--- config.mk ---
export PLATFORM = sky130hd
export DESIGN_NAME = daq_sequencer
export DESIGN_NICKNAME = d
export VERILOG_FILES = /design/src/rtl/daq_sequencer.sv
export SDC_FILE = /design/constraint.sdc
export NUM_CORES = 1
export LEC_CHECK = 0
export CORE_MARGIN = 3
export CORE_UTILIZATION = 25
export CTS_CLUSTER_DIAMETER = 100
export DETAILED_ROUTE_END_ITERATION = 12
export DONT_BUFFER_PORTS = 1
export SYNTH_ARGS = -nofsm -noshare
export SYNTH_HDL_FRONTEND = slang
export SYNTH_SLANG_ARGS = --single-unit
--- constraint.sdc ---
create_clock -name clk -period 5.2 [get_ports clk]
set_input_delay 0.52 -clock clk [delete_from_list [all_inputs] [get_ports clk]]
set_output_delay 0.52 -clock clk [all_outputs]
set_load 0.02 [all_outputs]
--- src/rtl/daq_sequencer.sv ---
// daq_sequencer: periodic ADC/DAC strobe scheduler with FIFO hold-off,
// slot-loss statistics and handshake timeout.
module daq_sequencer #(
  parameter int unsigned PER_W = 16,
  parameter int unsigned CNT_W = 16,
  parameter int unsigned TMO   = 1023
) (
  input  logic             clk,
  input  logic             rst,
  input  logic             start,
  input  logic             stop,
  input  logic [PER_W-1:0] cfg_period,
  input  logic [CNT_W-1:0] cfg_count,
  input  logic             adc_done,
  input  logic             dac_done,
  input  logic             fifo_full,
  output logic             adc_sample,
  output logic             dac_start,
  output logic             busy,
  output logic             run_done,
  output logic             overrun,
  output logic             err_tmo,
  output logic [CNT_W-1:0] sample_cnt,
  output logic [CNT_W-1:0] miss_cnt,
  output logic [CNT_W-1:0] drop_cnt
);

  localparam int unsigned      WAIT_W    = $clog2(TMO + 1);
  localparam logic [WAIT_W-1:0] WAIT_LAST = WAIT_W'(TMO - 1);
  localparam logic [CNT_W-1:0]  CNT_MAX   = '1;

  typedef enum logic [1:0] {S_IDLE, S_CONV, S_DAC, S_WAIT} state_e;

  state_e             state_q, state_d;
  logic [PER_W-1:0]   per_q, per_d, pcnt_q, pcnt_d;
  logic [CNT_W-1:0]   lim_q, lim_d;
  logic [WAIT_W-1:0]  wait_q, wait_d;
  logic               pend_q, pend_d, stop_q, stop_d;
  logic               overrun_q, overrun_d, err_tmo_q, err_tmo_d;
  logic [CNT_W-1:0]   sample_cnt_q, sample_cnt_d, miss_cnt_q, miss_cnt_d;
  logic [CNT_W-1:0]   drop_cnt_q, drop_cnt_d;
  logic               adc_sample_q, adc_sample_d, dac_start_q, dac_start_d;
  logic               busy_q, busy_d, run_done_q, run_done_d;

  logic               tick, end_run, tmo_hit, slot_drop, slot_take;
  logic [PER_W-1:0]   per_eff;

  // Effective period: 0 and 1 behave as 2; slot tick when the counter hits 0.
  assign per_eff = (cfg_period < PER_W'(2)) ? PER_W'(2) : cfg_period;
  assign tick    = (state_q != S_IDLE) && (pcnt_q == '0);

  // State register.
  always_ff @(posedge clk) begin
    if (rst) state_q <= S_IDLE;
    else     state_q <= state_d;
  end

  // Next-state logic and transition events.
  always_comb begin
    state_d   = state_q;
    end_run   = 1'b0;
    tmo_hit   = 1'b0;
    slot_drop = 1'b0;
    slot_take = 1'b0;
    case (state_q)
      S_IDLE: if (start) state_d = S_CONV;
      S_CONV: begin
        if (adc_done) begin
          state_d = S_DAC;
        end else if (wait_q == WAIT_LAST) begin
          state_d = S_IDLE;
          tmo_hit = 1'b1;
        end
      end
      S_DAC: begin
        if (dac_done) begin
          if (((lim_q != '0) && (sample_cnt_q == lim_q)) || stop_q) begin
            state_d = S_IDLE;
            end_run = 1'b1;
          end else begin
            state_d = S_WAIT;
          end
        end else if (wait_q == WAIT_LAST) begin
          state_d = S_IDLE;
          tmo_hit = 1'b1;
        end
      end
      S_WAIT: begin
        if (stop_q) begin
          state_d = S_IDLE;
          end_run = 1'b1;
        end else if (tick || pend_q) begin
          if (fifo_full) begin
            slot_drop = 1'b1;
          end else begin
            slot_take = 1'b1;
            state_d   = S_CONV;
          end
        end
      end
      default: state_d = S_IDLE;
    endcase
  end

  // Datapath and registered-output next values.
  always_comb begin
    per_d        = per_q;
    lim_d        = lim_q;
    pcnt_d       = pcnt_q;
    pend_d       = pend_q;
    stop_d       = stop_q;
    overrun_d    = overrun_q;
    err_tmo_d    = err_tmo_q;
    sample_cnt_d = sample_cnt_q;
    miss_cnt_d   = miss_cnt_q;
    drop_cnt_d   = drop_cnt_q;
    if (state_q == S_IDLE) begin
      if (start) begin
        per_d        = per_eff;
        lim_d        = cfg_count;
        pcnt_d       = per_eff - PER_W'(1);
        overrun_d    = 1'b0;
        err_tmo_d    = 1'b0;
        sample_cnt_d = '0;
        miss_cnt_d   = '0;
        drop_cnt_d   = '0;
      end
    end else begin
      pcnt_d = tick ? (per_q - PER_W'(1)) : (pcnt_q - PER_W'(1));
      stop_d = stop_q | stop;
      if (tick && pend_q) begin
        overrun_d = 1'b1;
        if (miss_cnt_q != CNT_MAX) miss_cnt_d = miss_cnt_q + CNT_W'(1);
      end
      if (tick && ((state_q == S_CONV) || (state_q == S_DAC))) pend_d = 1'b1;
      if (slot_drop || slot_take) pend_d = 1'b0;
      if (slot_drop && (drop_cnt_q != CNT_MAX)) drop_cnt_d = drop_cnt_q + CNT_W'(1);
      if ((state_q == S_CONV) && adc_done) sample_cnt_d = sample_cnt_q + CNT_W'(1);
      if (tmo_hit) err_tmo_d = 1'b1;
    end
    if (state_d == S_IDLE) begin
      stop_d = 1'b0;
      pend_d = 1'b0;
    end
    if ((state_d == state_q) && ((state_q == S_CONV) || (state_q == S_DAC)))
      wait_d = wait_q + WAIT_W'(1);
    else
      wait_d = '0;
    adc_sample_d = (state_d == S_CONV) && (state_q != S_CONV);
    dac_start_d  = (state_d == S_DAC) && (state_q != S_DAC);
    busy_d       = (state_d != S_IDLE);
    run_done_d   = end_run;
  end

  // Datapath and output registers.
  always_ff @(posedge clk) begin
    if (rst) begin
      per_q        <= '0;
      lim_q        <= '0;
      pcnt_q       <= '0;
      wait_q       <= '0;
      pend_q       <= 1'b0;
      stop_q       <= 1'b0;
      overrun_q    <= 1'b0;
      err_tmo_q    <= 1'b0;
      sample_cnt_q <= '0;
      miss_cnt_q   <= '0;
      drop_cnt_q   <= '0;
      adc_sample_q <= 1'b0;
      dac_start_q  <= 1'b0;
      busy_q       <= 1'b0;
      run_done_q   <= 1'b0;
    end else begin
      per_q        <= per_d;
      lim_q        <= lim_d;
      pcnt_q       <= pcnt_d;
      wait_q       <= wait_d;
      pend_q       <= pend_d;
      stop_q       <= stop_d;
      overrun_q    <= overrun_d;
      err_tmo_q    <= err_tmo_d;
      sample_cnt_q <= sample_cnt_d;
      miss_cnt_q   <= miss_cnt_d;
      drop_cnt_q   <= drop_cnt_d;
      adc_sample_q <= adc_sample_d;
      dac_start_q  <= dac_start_d;
      busy_q       <= busy_d;
      run_done_q   <= run_done_d;
    end
  end

  assign adc_sample = adc_sample_q;
  assign dac_start  = dac_start_q;
  assign busy       = busy_q;
  assign run_done   = run_done_q;
  assign overrun    = overrun_q;
  assign err_tmo    = err_tmo_q;
  assign sample_cnt = sample_cnt_q;
  assign miss_cnt   = miss_cnt_q;
  assign drop_cnt   = drop_cnt_q;

endmodule

=== Yosys cells after proc, flatten, opt, wreduce, memory -nomap -nowiden ===
Index checks and enable logic that the tools add are counted.

* Bits in registers: 116
* Output and inout port bits: 54

* Add/subtract/negate cells: 7
* $lt $le $gt $ge: 1
* Equal/unequal tests: 13
* Muxes and demuxes: 44
* Bitwise operators: 3
* Reduce and logical (&&, ||, !) cells: 34

{| class="wikitable"
|+ Operators by type and width
! cell !! number
|-
| 2-to-1 mux 16 bit || 12
|-
| adder 16 x 1 -> 16 bit (second input constant) || 3
|-
| subtractor 16 x 1 -> 16 bit (second input constant) || 3
|-
| != test 16 bit (second input constant) || 2
|-
| 2-to-1 mux 1 bit || 21
|-
| == test 16 bit || 1
|-
| zero test 16 bit || 1
|-
| less-than comparator 16 x 2 -> 1 bit (second input constant) || 1
|-
| 2-to-1 mux 2 bit || 8
|-
| nonzero test 16 bit || 1
|-
| nonzero test 2 bit || 8
|-
| AND reduction 2 bit || 6
|-
| adder 10 x 1 -> 10 bit (second input constant) || 1
|-
| == test 10 bit (second input constant) || 1
|-
| logical AND 1 bit || 9
|-
| one-hot mux 2 bit (4 select lines) || 1
|-
| == test 2 bit (second input constant) || 3
|-
| == test 2 x 1 -> 1 bit (second input constant) || 2
|-
| zero test 2 bit || 2
|-
| logical OR 1 bit || 4
|-
| != test 2 bit (second input constant) || 2
|-
| one-hot mux 1 bit (2 select lines) || 2
|-
| OR reduction 2 bit || 2
|-
| AND reduction 3 bit || 1
|-
| 4 further kinds || 5
|}

=== Depth between registers and ports, before layout ===
Gate-level depths: netlist of run 1.

* Depth in word-level cells: 10
* Mapped depth: 14

=== Worst setup path after synthesis of run 1 ===
No wires, ideal clock.

* Path type: reg-to-reg
* Start: register state_q[0]
* End: register pcnt_q[10]
* Arrival time: 2889 ps
* Setup slack: 2226 ps
* Stages on the path, launching flop included: 15
* Period minus slack after synthesis: 2974 ps
* Cell sequence: dfxtp_1 inv_1 ha_1 nor4_1 and4_4 a311o_1 nand2_1 ha_1 inv_1 or2_0 nor2_1 o2111a_1 o2111ai_1 xor2_1 a211oi_1

* Cells in the longest elaborated chain, start to end: 4
* Elaborated cells between the ends (all ways): 6

{| class="wikitable"
|+ RTL lines
! item !! line !! source
|-
| from (decl) || 34 || <nowiki>state_e state_q, state_d;</nowiki>
|-
| from (signal assigned) || 55 || <nowiki>else state_q <= state_d;</nowiki>
|-
| nonzero test 2 bit || 50 || <nowiki>assign tick = (state_q != S_IDLE) && (pcnt_q == '0);</nowiki>
|-
| logical AND 1 bit || 50 ||
|-
| 2-to-1 mux 16 bit || 129 || <nowiki>pcnt_d = tick ? (per_q - PER_W'(1)) : (pcnt_q - PER_W'(1));</nowiki>
|-
| 2-to-1 mux 16 bit || 117 || <nowiki>if (state_q == S_IDLE) begin</nowiki>
|-
| to (signal assigned) || 176 || <nowiki>pcnt_q <= pcnt_d;</nowiki>
|-
| to (decl) || 35 || <nowiki>logic [PER_W-1:0] per_q, per_d, pcnt_q, pcnt_d;</nowiki>
|}

Several ways; a longest one is shown, not always the timed one.
A chain may end at the register's enable or synchronous reset.

=== Worst setup path in the final report of run 1 ===
Same ends and word-level chain as after synthesis.

==> run summary, run 1 <==
first-pass GRT wire length = 28.1 mm
slew of the pin with the lowest slew margin = 941 ps
Max-slew headroom = 36.6%
vias in the first global route = 5163
max-cap violations = 0
outcome = completed
Seq pwr share = 36.3%
worst r2r dst = pcnt_q[10]
via count = 5459
delay-heaviest family, CP = compound AO/OA/AOI/OAI gates
final net count = 793
Primary FF master, synth = dfxtp_1
CP max FO = 41
Synth Area per Inst = 8.07 sq um
CTS resizes = 0
Critical R2R Launch = state_q[0]
initial antenna violation count = 0
Min-Delay Path Class = input port to register
cell-internal power = 0.00200 W
Leakage = 2.46 nW
cells after synthesis = 755
clock latency on the worst-skew pair = 410 ps
clock-pin slew of the registers on the worst-case setup and hold paths = 60 ps
PwrDens = 389 nW/um^2
Yosys warnings = 0
Post-Route WL = 17.6 mm
pin count of the biggest net entering global routing = 96
most common cell after layout, fill and taps aside = nand2_1
Pwr Total = 0.00275 W
DIE AREA = 26300 sq um
Worst R2R Path Depth = 15
Worst Path Arrival = 4140 ps
maximum clock rate = 262 MHz
setup slack, reg-to-reg = 1390 ps
DR DRC count = 0
CP max-delay cell = a311o_1
period utilization = 73.3%
crit end category = register
Final Hold Slack = 207 ps
CP Capture Point = pcnt_q[10]
final hold violations = 0
FP Rows = 56
Seq/Total Area, Yosys = 38.1%
Setup-failing EPs final = 0
Sw Ratio = 27.2%
Worst setup SP type = register
Setup TNS Final = 0 ps
RSZ-0062 raised after global routing = false
clock share of power = 49.0%
Wirelength per Cell = 16.3 um
post-synthesis net count = 805
Root Buffer = clkbuf_16
num ports = 93
number of fill cells = 2582
Period minus WS final = 3810 ps
# Post-CTS Setup Buffers = 0
Mapped Area = 6100 sq um
DP Wirelength = 12.4 mm
Psw = 0.000745 W
Worst path depth = 15
All-Layer GR Usage = 13.3%
number of port buffers = 0
Final Non-Filler Cells = 1075
Layout Skew = 11.5 ps
Die H = 162 um
placed insts = 1043
crit-path max cell delay = 400 ps
H-tree depth = 4
synthesized flop and latch total = 116
worst setup path category = register to register
Slew Limit Fails = 0
maximum clock insertion buffer count = 2
remaining global-route overflow = 0
Area Growth Syn to Fin = 15.7%
Num CTS Buffers = 17
Die Wd = 162 um
vias per cell = 5.08
CTS tree = built
core area = 23700 sq um
CP Data Required Time = 5530 ps
async set-reset flop share out of synthesis = 0%
worst vdd ir = 0.000167 V
Antenna Violating Nets Remaining = 0
layout cell share with drive strength beyond 1 = 8.99%
Final Wtd Congestion = 0.822
Yosys cell types = 80
n_diodes = 0
CP Buf/Inv Count = 3
worst path cell trace = inv_1, ha_1, buf_4, nor4_1, and4_4, a311o_1, nand2_1, ha_1, inv_1, or2_0, nor2_1, o2111a_1, o2111ai_1, xor2_1, a211oi_1
DRT Pass-1 Iters = 4
Comb pwr share = 14.7%
TritonCTS Sinks = 116
Crit. Startpoint = state_q[0]
initial core utilization = 25.7%
Post-synth EDFFs = 0
hold_buf cts = 0
commonest cells after routing, fill and taps aside = nand2_1 (117), dfxtp_1 (116), a21oi_1 (75), nor2_1 (75), xor2_1 (32)
1st-iter DRT viols = 419
==> kinds of logic after synthesis <==
kind of cell / Yosys count / synth area share (%)
flip-flops: 116 / 38.1
buffers and inverters: 44 / 2.93
XOR/XNOR: 45 / 6.47
multiplexers: 13 / 2.34
AO/OA/AOI/OAI: 175 / 19.3
adder cells (fa/ha/maj): 11 / 2.26
AND/OR/NAND/NOR: 351 / 28.7
==> power by group through the flow <==
stage                     registers (W)  clock network [W]  logic (W)
after CTS                      0.000996            0.00137   0.000403
after floorplan                0.000997                  0   0.000331
final                          0.000997            0.00135   0.000403
after global routing            0.00100            0.00141   0.000454
after global placement          0.00101                  0   0.000398
after detailed placement        0.00101                  0   0.000402
==> state kept, by name, summed over array words and instances (netlist names), 2 cells and up <==
register / cells
pcnt_q: 16
wait_q: 10
lim_q: 16
drop_cnt: 16
state_q: 2
sample_cnt: 16
per_q: 16
miss_cnt: 16
==> cell type report <==
type	instances	area (sq um)	area share, %
tap	319	399	5.66
timing repair buffer	3	22.5	0.319
multi-input combinational	595	3600	51.0
inverter	10	37.5	0.532
clock inverter	13	230	3.26
sequential	116	2320	32.9
clock buffer	19	443	6.28
==> routing by layer <==
layer / wire length (um) / global-route usage, % / vias to the layer above
li1: - / - / 2719
met1: 8280 / 17.9 / 2589
met2: 8010 / 20.5 / 138
met3: 1180 / 4.57 / 13
met4: 96 / 3.53 / 0
met5: 0 / 0 / -
==> worst min path at each step <==
stage,slack [ps],depth (start not counted),to,startpoint
finish,210,1,overrun,rst
global route,180,1,overrun,rst
CTS,180,1,per_q[5],rst
detailed placement,450,2,per_q[15],per_q[15]
global placement,440,2,per_q[15],per_q[15]
floorplan,440,2,pcnt_q[14],pcnt_q[14]
==> cell usage after synthesis (4+ instances only) <==
library cell,count,area (sq um)
nand3b_1,6,45.0
ha_1,11,138
clkbuf_1,26,97.6
o211ai_1,7,52.6
nor2_1,76,285
mux2_2,7,78.8
xnor2_1,13,114
a21oi_1,75,375
nand4_1,14,87.6
or2_2,5,31.3
nand2_1,118,443
nor2b_1,8,50.1
o21ai_0,16,80.1
nor4_1,12,75.1
and3_1,15,93.8
a211oi_1,13,97.6
or4_1,4,30.0
nor3_1,22,110
inv_1,9,33.8
o31ai_1,4,30.0
dfxtp_1,116,2320
xor2_1,32,280
a311oi_1,5,43.8
nand2b_1,7,43.8
a31oi_1,5,31.3
or3_1,7,43.8
nand3_1,24,120
and4_1,7,61.3
o21ai_1,4,20.0
==> per-stage QoR <==
step / utilization, % / instance area [sq um] / setup slack, ps
after global routing: 29.8 / 7050 / 1170
after floorplan: - / 6100 / 2230
after global placement: 26.9 / 6380 / 1570
after CTS: 29.8 / 7050 / 1450
after detailed placement: 26.9 / 6380 / 1460
final: 29.8 / 7050 / 1390
(Power assumes the default switching activity.)
==> run 2: changes to the inputs <==
ABC_AREA = 1   (was not set)
clock period = 3.9 ns   (was 5.2 ns; I/O delays follow)
==> run 2 against run 1 <==
Worst hold slack got worse by 160 ps; worst setup slack got worse by 260 ps; register-to-register slack got worse by 260 ps; global-route usage fell by 1.2 points; core utilization fell by 0.63 points; die area rose by 3.1%; total power rose by 19%; combinational power rose by 20%; design area rose by 1.4%; critical endpoint unchanged; highest routed layer unchanged.
==> run summary, run 2 <==
worst path cell trace = inv_1, ha_1, nor2_2, nand2_1, nor2_4, nand3_1, nand3b_1, nand2_1, ha_1, nand3_1, inv_1, nand2_2, inv_2, nand3_1, nand3_1, nand2_1, inv_1
post-route cell area = 7150 sq um (+1.4%)
first-pass GRT wire length = 26.2 mm (-6.6%)
TritonCTS Sinks = 116 (unchanged)
Final Wtd Congestion = 0.869 (+5.7%)
most frequent cell after synthesis = nand2_1
Setup TNS Final = 0 ps (unchanged)
crit-path max cell delay = 440 ps (+40 ps)
outcome = completed
CTS resizes = 0 (unchanged)
1st-iter DRT viols = 624 (+49%)
Wirelength per Cell = 13.2 um (-19%)
Layout Skew = 12.4 ps (+0.865 ps)
slew of the pin with the lowest slew margin = 695 ps (-246 ps)
Final Non-Filler Cells = 1253 (+17%)
cells after synthesis = 921 (+22%)
layout cell share with drive strength beyond 1 = 11.0% (+2.0 points)
Num CTS Buffers = 17 (unchanged)
Yosys cell types = 50 (-38%)
async set-reset flop share out of synthesis = 0% (unchanged)
initial antenna violation count = 0 (unchanged)
Root Buffer = clkbuf_16
vias in the first global route = 5146 (-0.33%)
post-route core utilization = 29.2% (-0.63 points)
Max-slew headroom = 53.5% (+17 points)
worst vdd ir = 0.000228 V (+37%)
commonest cells in the netlist = nand2_1 (196), inv_1 (126), dfxtp_1 (116), nor2_1 (73), nand3_1 (72)
Placement Cell Area = 6600 sq um (+3.5%)
CTS tree = built
Seq/Total Area, Yosys = 36.9% (-1.2 points)
Synth Area per Inst = 6.83 sq um (-15%)
Antenna Violating Nets Remaining = 0 (unchanged)
initial core utilization = 25.7% (-0.087 points)
FP Rows = 57 (+1.8%)
num ports = 93 (unchanged)
hold_buf cts = 0 (unchanged)
CP Data Required Time = 4230 ps (-1300 ps)
RSZ-0062 raised after global routing = false
DIE AREA = 27100 sq um (+3.1%)
CP max-delay cell = dfxtp_1
Yosys top cell by area = dfxtp_1
maximum clock rate = 361 MHz (+37%)
Mapped Area = 6290 sq um (+3.2%)
placed insts = 1222 (+17%)
DP Wirelength = 12.3 mm (-0.51%)
clock latency on the worst-skew pair = 420 ps (about the same)
DR DRC count = 0 (unchanged)
top post-synthesis cells by area = dfxtp_1 (37%), nand2_1 (12%), inv_1 (7.5%)
Period minus WS final = 2770 ps (-1040 ps)
maximum clock insertion buffer count = 2 (unchanged)
Area Growth Syn to Fin = 13.7%
All-Layer GR Usage = 12.1% (-1.2 points)
top-area cell type share of the netlist area = 36.9% (-1.2 points)
most common cell after layout, fill and taps aside = nand2_1
Die Wd = 165 um (+1.6%)
final hold violations = 0 (unchanged)
pin count of the biggest net entering global routing = 49 (-49%)
Yosys warnings = 0 (unchanged)
Slew Limit Fails = 0 (unchanged)
Min-Delay Path Class = input port to register
vias per cell = 4.54 (-11%)
Setup-failing EPs final = 0 (unchanged)
Leakage = 2.87 nW (+17%)
post-synthesis net count = 971 (+21%)
CP max FO = 17 (-59%)
n_diodes = 0 (unchanged)
clock-pin slew of the registers on the worst-case setup and hold paths = 60 ps (about the same)
period utilization = 71.1% (-2.2 points)
Post-synth EDFFs = 0 (unchanged)
Crit path top cell by count = nand3_1
Worst Path Arrival = 3100 ps (-1040 ps)
final net count = 967 (+22%)
max-cap violations = 0 (unchanged)
Die H = 165 um (+1.6%)
crit end category = register
number of fill cells = 2672 (+3.5%)
worst setup path category = register to register
core area = 24500 sq um (+3.6%)
remaining global-route overflow = 0 (unchanged)
Primary FF master, synth = dfxtp_1
Post-Route WL = 16.6 mm (-5.5%)
DRT Pass-1 Iters = 6 (+2)
commonest cells after routing, fill and taps aside = nand2_1 (195), inv_1 (126), dfxtp_1 (116)
Final Hold Slack = 46.8 ps (-160 ps)
number of port buffers = 0 (unchanged)
synthesized flop and latch total = 116 (unchanged)
H-tree depth = 4 (unchanged)
PwrDens = 456 nW/um^2 (+17%)
Worst setup SP type = register
via count = 5686 (+4.2%)
# Post-CTS Setup Buffers = 0 (unchanged)
==> run 2: changes by cell type in the layout (fill, tap and decap cells not counted), sizes merged, moves of 7 or more <==
cell / change
inv: +127
mux2: -10
or3: -8
nor2b: -8
and4: -8
and3: -14
xnor2: -8
xor2: -20
nor2: +24
nand2b: -7
o21ai: +45
nand2: +91
nor4: -10
nand3: +49
==> run 2: logic make-up after synthesis <==
logic type | Yosys count | synth area share (%)
AO/OA/AOI/OAI | 171 | 15.4
XOR/XNOR | 17 | 2.37
adder cells (fa/ha/maj) | 11 | 2.19
buffers and inverters | 167 | 10.5
flip-flops | 116 | 36.9
AND/OR/NAND/NOR | 439 | 32.6
==> run 2: worst paths after layout <==
path,startpoint,endpoint,slack (ps),depth (start not counted)
max reg2reg,state_q[0],pcnt_q[10],1130,17
min reg2reg,lim_q[5],lim_q[5],490,2
max,state_q[0],pcnt_q[10],1130,17
min,rst,sample_cnt[15],50,1
==> run 2: cell type report <==
cell class	instances	area [sq um]	area share, %
clock inverters	12	109	1.52
repair buffers	5	37.5	0.525
multi-input cells	638	3310	46.3
well taps	324	405	5.67
inverters	139	526	7.35
flip-flops and latches	116	2320	32.5
clock buffers	19	443	6.19
==> run 2: critical path, delay by kind of cell, from the launching register on <==
family                     cells  cell delay, ps
and+or+nand+nor               11            1400
adders and majority gates      2             560
DFF                            1             440
buffers and inverters          4             290
==> run 2: per-stage QoR <==
| step | setup WS (ps) | total power, W |
|---|---|---|
| 6_report | 1130 | 0.00326 |
| 5_1_grt | 823 | 0.00343 |
| 4_1_cts | 1150 | 0.00329 |
| 3_5_place_dp | 1150 | 0.00181 |
| 3_3_place_gp | 1220 | 0.00181 |
| 2_1_floorplan | 1620 | 0.00171 |
==> run 2: layer usage <==
layer  wire length [um]  global-route usage [%]  vias up
met2               7030                    18.0      151
met1               7870                    16.0     2537
met5                  0                       0        -
li1                   -                       -     2987
met4                118                    3.20        0
met3               1580                    5.32       11
==> run 2: power breakdown <==
group / total (W) / switching (W) / internal, W
Sequential: 0.00131 / 0.0000539 / 0.00126
Combinational: 0.000483 / 0.000332 / 0.000151
Clock: 0.00147 / 0.000584 / 0.000887
Total: 0.00326 / 0.000969 / 0.00229
==> run 3: changes to the inputs <==
clock period = 2.6 ns   (was 3.9 ns; I/O delays follow)
==> run 3 against run 2 <==
Worst hold slack got worse by 29 ps; flip-flop and latch count unchanged; design area up 3.0%; sequential power grew 50%; final cell count grew 1.5%; register-to-register slack got worse by 880 ps; critical endpoint is now miss_cnt[14]; largest power group unchanged; highest routed layer unchanged.
==> run summary, run 3 (synthesis results as in run 2) <==
Comb pwr share = 15.2% (+0.4 points)
layout cell share with drive strength beyond 1 = 12.4% (+1.5 points)
DRT Pass-1 Iters = 5 (-1)
worst vdd ir = 0.000315 V (+38%)
n_diodes = 0 (unchanged)
Worst Path Arrival = 2690 ps (-410 ps)
Die H = 165 um (unchanged)
Die Wd = 165 um (unchanged)
maximum clock insertion buffer count = 2 (unchanged)
1st-iter DRT viols = 433 (-31%)
DR DRC count = 0 (unchanged)
Area Growth Syn to Fin = 17.1%
initial antenna violation count = 0 (unchanged)
Setup-failing EPs final = 0 (unchanged)
Num CTS Buffers = 17 (unchanged)
area of the multi-input gates = 3310 sq um (about the same)
FP Rows = 57 (unchanged)
TritonCTS Sinks = 116 (unchanged)
core area = 24500 sq um (unchanged)
Root Buffer = clkbuf_16
Antenna Violating Nets Remaining = 0 (unchanged)
clock share of power = 46.3% (+1.3 points)
Setup TNS Final = 0 ps (unchanged)
Min-Delay Path Class = input port to register
cell-internal power = 0.00368 W (+60%)
final hold violations = 0 (unchanged)
remaining global-route overflow = 0 (unchanged)
CP Data Required Time = 2940 ps (-1290 ps)
Period minus WS final = 2350 ps (-419 ps)
most common cell after layout, fill and taps aside = nand2_1
outcome = completed
RSZ-0062 raised after global routing = false
slew of the pin with the lowest slew margin = 584 ps (-111 ps)
initial core utilization = 25.7% (unchanged)
DP Wirelength = 12.8 mm (+3.4%)
Seq pwr share = 38.5% (-1.6 points)
Post-Route WL = 17.0 mm (+2.7%)
vias in the first global route = 5451 (+5.9%)
H-tree depth = 4 (unchanged)
Final Non-Filler Cells = 1272 (+1.5%)
first-pass GRT wire length = 27.4 mm (+4.3%)
number of port buffers = 0 (unchanged)
Worst setup SP type = register
Register Area = 2320 sq um (unchanged)
CP max FO = 16 (-1)
Slew Limit Fails = 0 (unchanged)
maximum clock rate = 425 MHz (+18%)
period utilization = 90.5% (+19 points)
Wirelength per Cell = 13.4 um (+1.2%)
Leakage = 3.00 nW (+4.5%)
Final Wtd Congestion = 0.812 (-6.5%)
PwrDens = 690 nW/um^2 (+51%)
number of fill cells = 2696 (+0.90%)
clock latency on the worst-skew pair = 410 ps (about the same)
CTS tree = built
max-cap violations = 0 (unchanged)
Layout Skew = 8.49 ps (-3.89 ps)
All-Layer GR Usage = 12.6% (+0.45 points)
worst setup path category = register to register
Psw = 0.00141 W (+45%)
via count = 5861 (+3.1%)
Max-slew headroom = 61.0% (+7.5 points)
vias per cell = 4.61 (+1.5%)
final net count = 987 (+2.1%)
Sw Ratio = 27.7% (-2.0 points)
# Post-CTS Setup Buffers = 0 (unchanged)
commonest cells after routing, fill and taps aside = nand2_1 (195), inv_1 (126), dfxtp_1 (116)
clock-pin slew of the registers on the worst-case setup and hold paths = 50 ps (about the same)
num ports = 93 (unchanged)
crit end category = register
placed insts = 1237 (+1.2%)
DIE AREA = 27100 sq um (unchanged)
pin count of the biggest net entering global routing = 42 (-14%)
[run 3: cell count changes in the layout (fill, tap and decap cells not counted), moves of 2 or more]
cell           before  now
clkinv_4            2    0
clkinv_2            4    6
clkinvlp_4          5    3
buf_4               5   20
dlygate4sd3_1       0    4
bufinv_16           1    3
[run 3: cell type report]
type	instances	share of cell area, %
flip-flops and latches	116	31.5
clock inverters	10	1.80
well taps	324	5.50
inverters	139	7.15
clock buffers	20	6.20
multi-input cells	638	45.0
repair buffers	25	2.85
[run 3: power by group through the flow]
stage	Sequential, W	Clock (W)	Combinational [W]
floorplan	0.00197	0	0.000593
global placement	0.00199	0	0.000741
detailed placement	0.00199	0	0.000754
CTS	0.00196	0.00241	0.000774
global route	0.00197	0.00250	0.000888
finish	0.00196	0.00235	0.000775
[run 3: repair_timing]
action / in CTS / in global routing
endpoints found under the setup margin: 0 / 3
resized for setup: 0 / 3
endpoints found under the hold margin: 36 / 0
hold buffers: 5 / 0
[run 3: critical path, stage by stage, from the launching register on]
cell	delay (ps)
dfxtp_1	320
inv_1	90
ha_1	230
buf_4	160
buf_4	200
nand2_2	210
clkinv_1	220
nor2_1	130
buf_4	190
inv_1	150
or2_1	270
a21oi_1	120
[run 3: layer usage]
metal  vias up  track usage, %  share of wire [%]
met5         -               0                  0
li1       3027               -                  -
met2       150            19.1                 43
met4         0            3.32               0.79
met1      2670            16.2                 46
met3        14            5.59                 10
[run 3: stage by stage]
step	setup WS (ps)	utilization, %	hold WS, ps	power (W)	area (sq um)
6_report	248	30.0	17.4	0.00509	7370
3_3_place_gp	285	27.4	340	0.00273	6720
4_1_cts	204	30.0	0.797	0.00514	7360
3_5_place_dp	224	27.4	342	0.00275	6720
5_1_grt	0.468	30.0	12.4	0.00535	7370
2_1_floorplan	315	-	408	0.00257	6290
[run 3: worst paths after layout]
kind         startpoint      endpoint  slack [ps]  cells after the start
max          state_q[0]  miss_cnt[14]         250                     11
min                stop        stop_q          20                      2
max reg2reg  state_q[0]  miss_cnt[14]         250                     11
min reg2reg      stop_q      run_done         490                      2
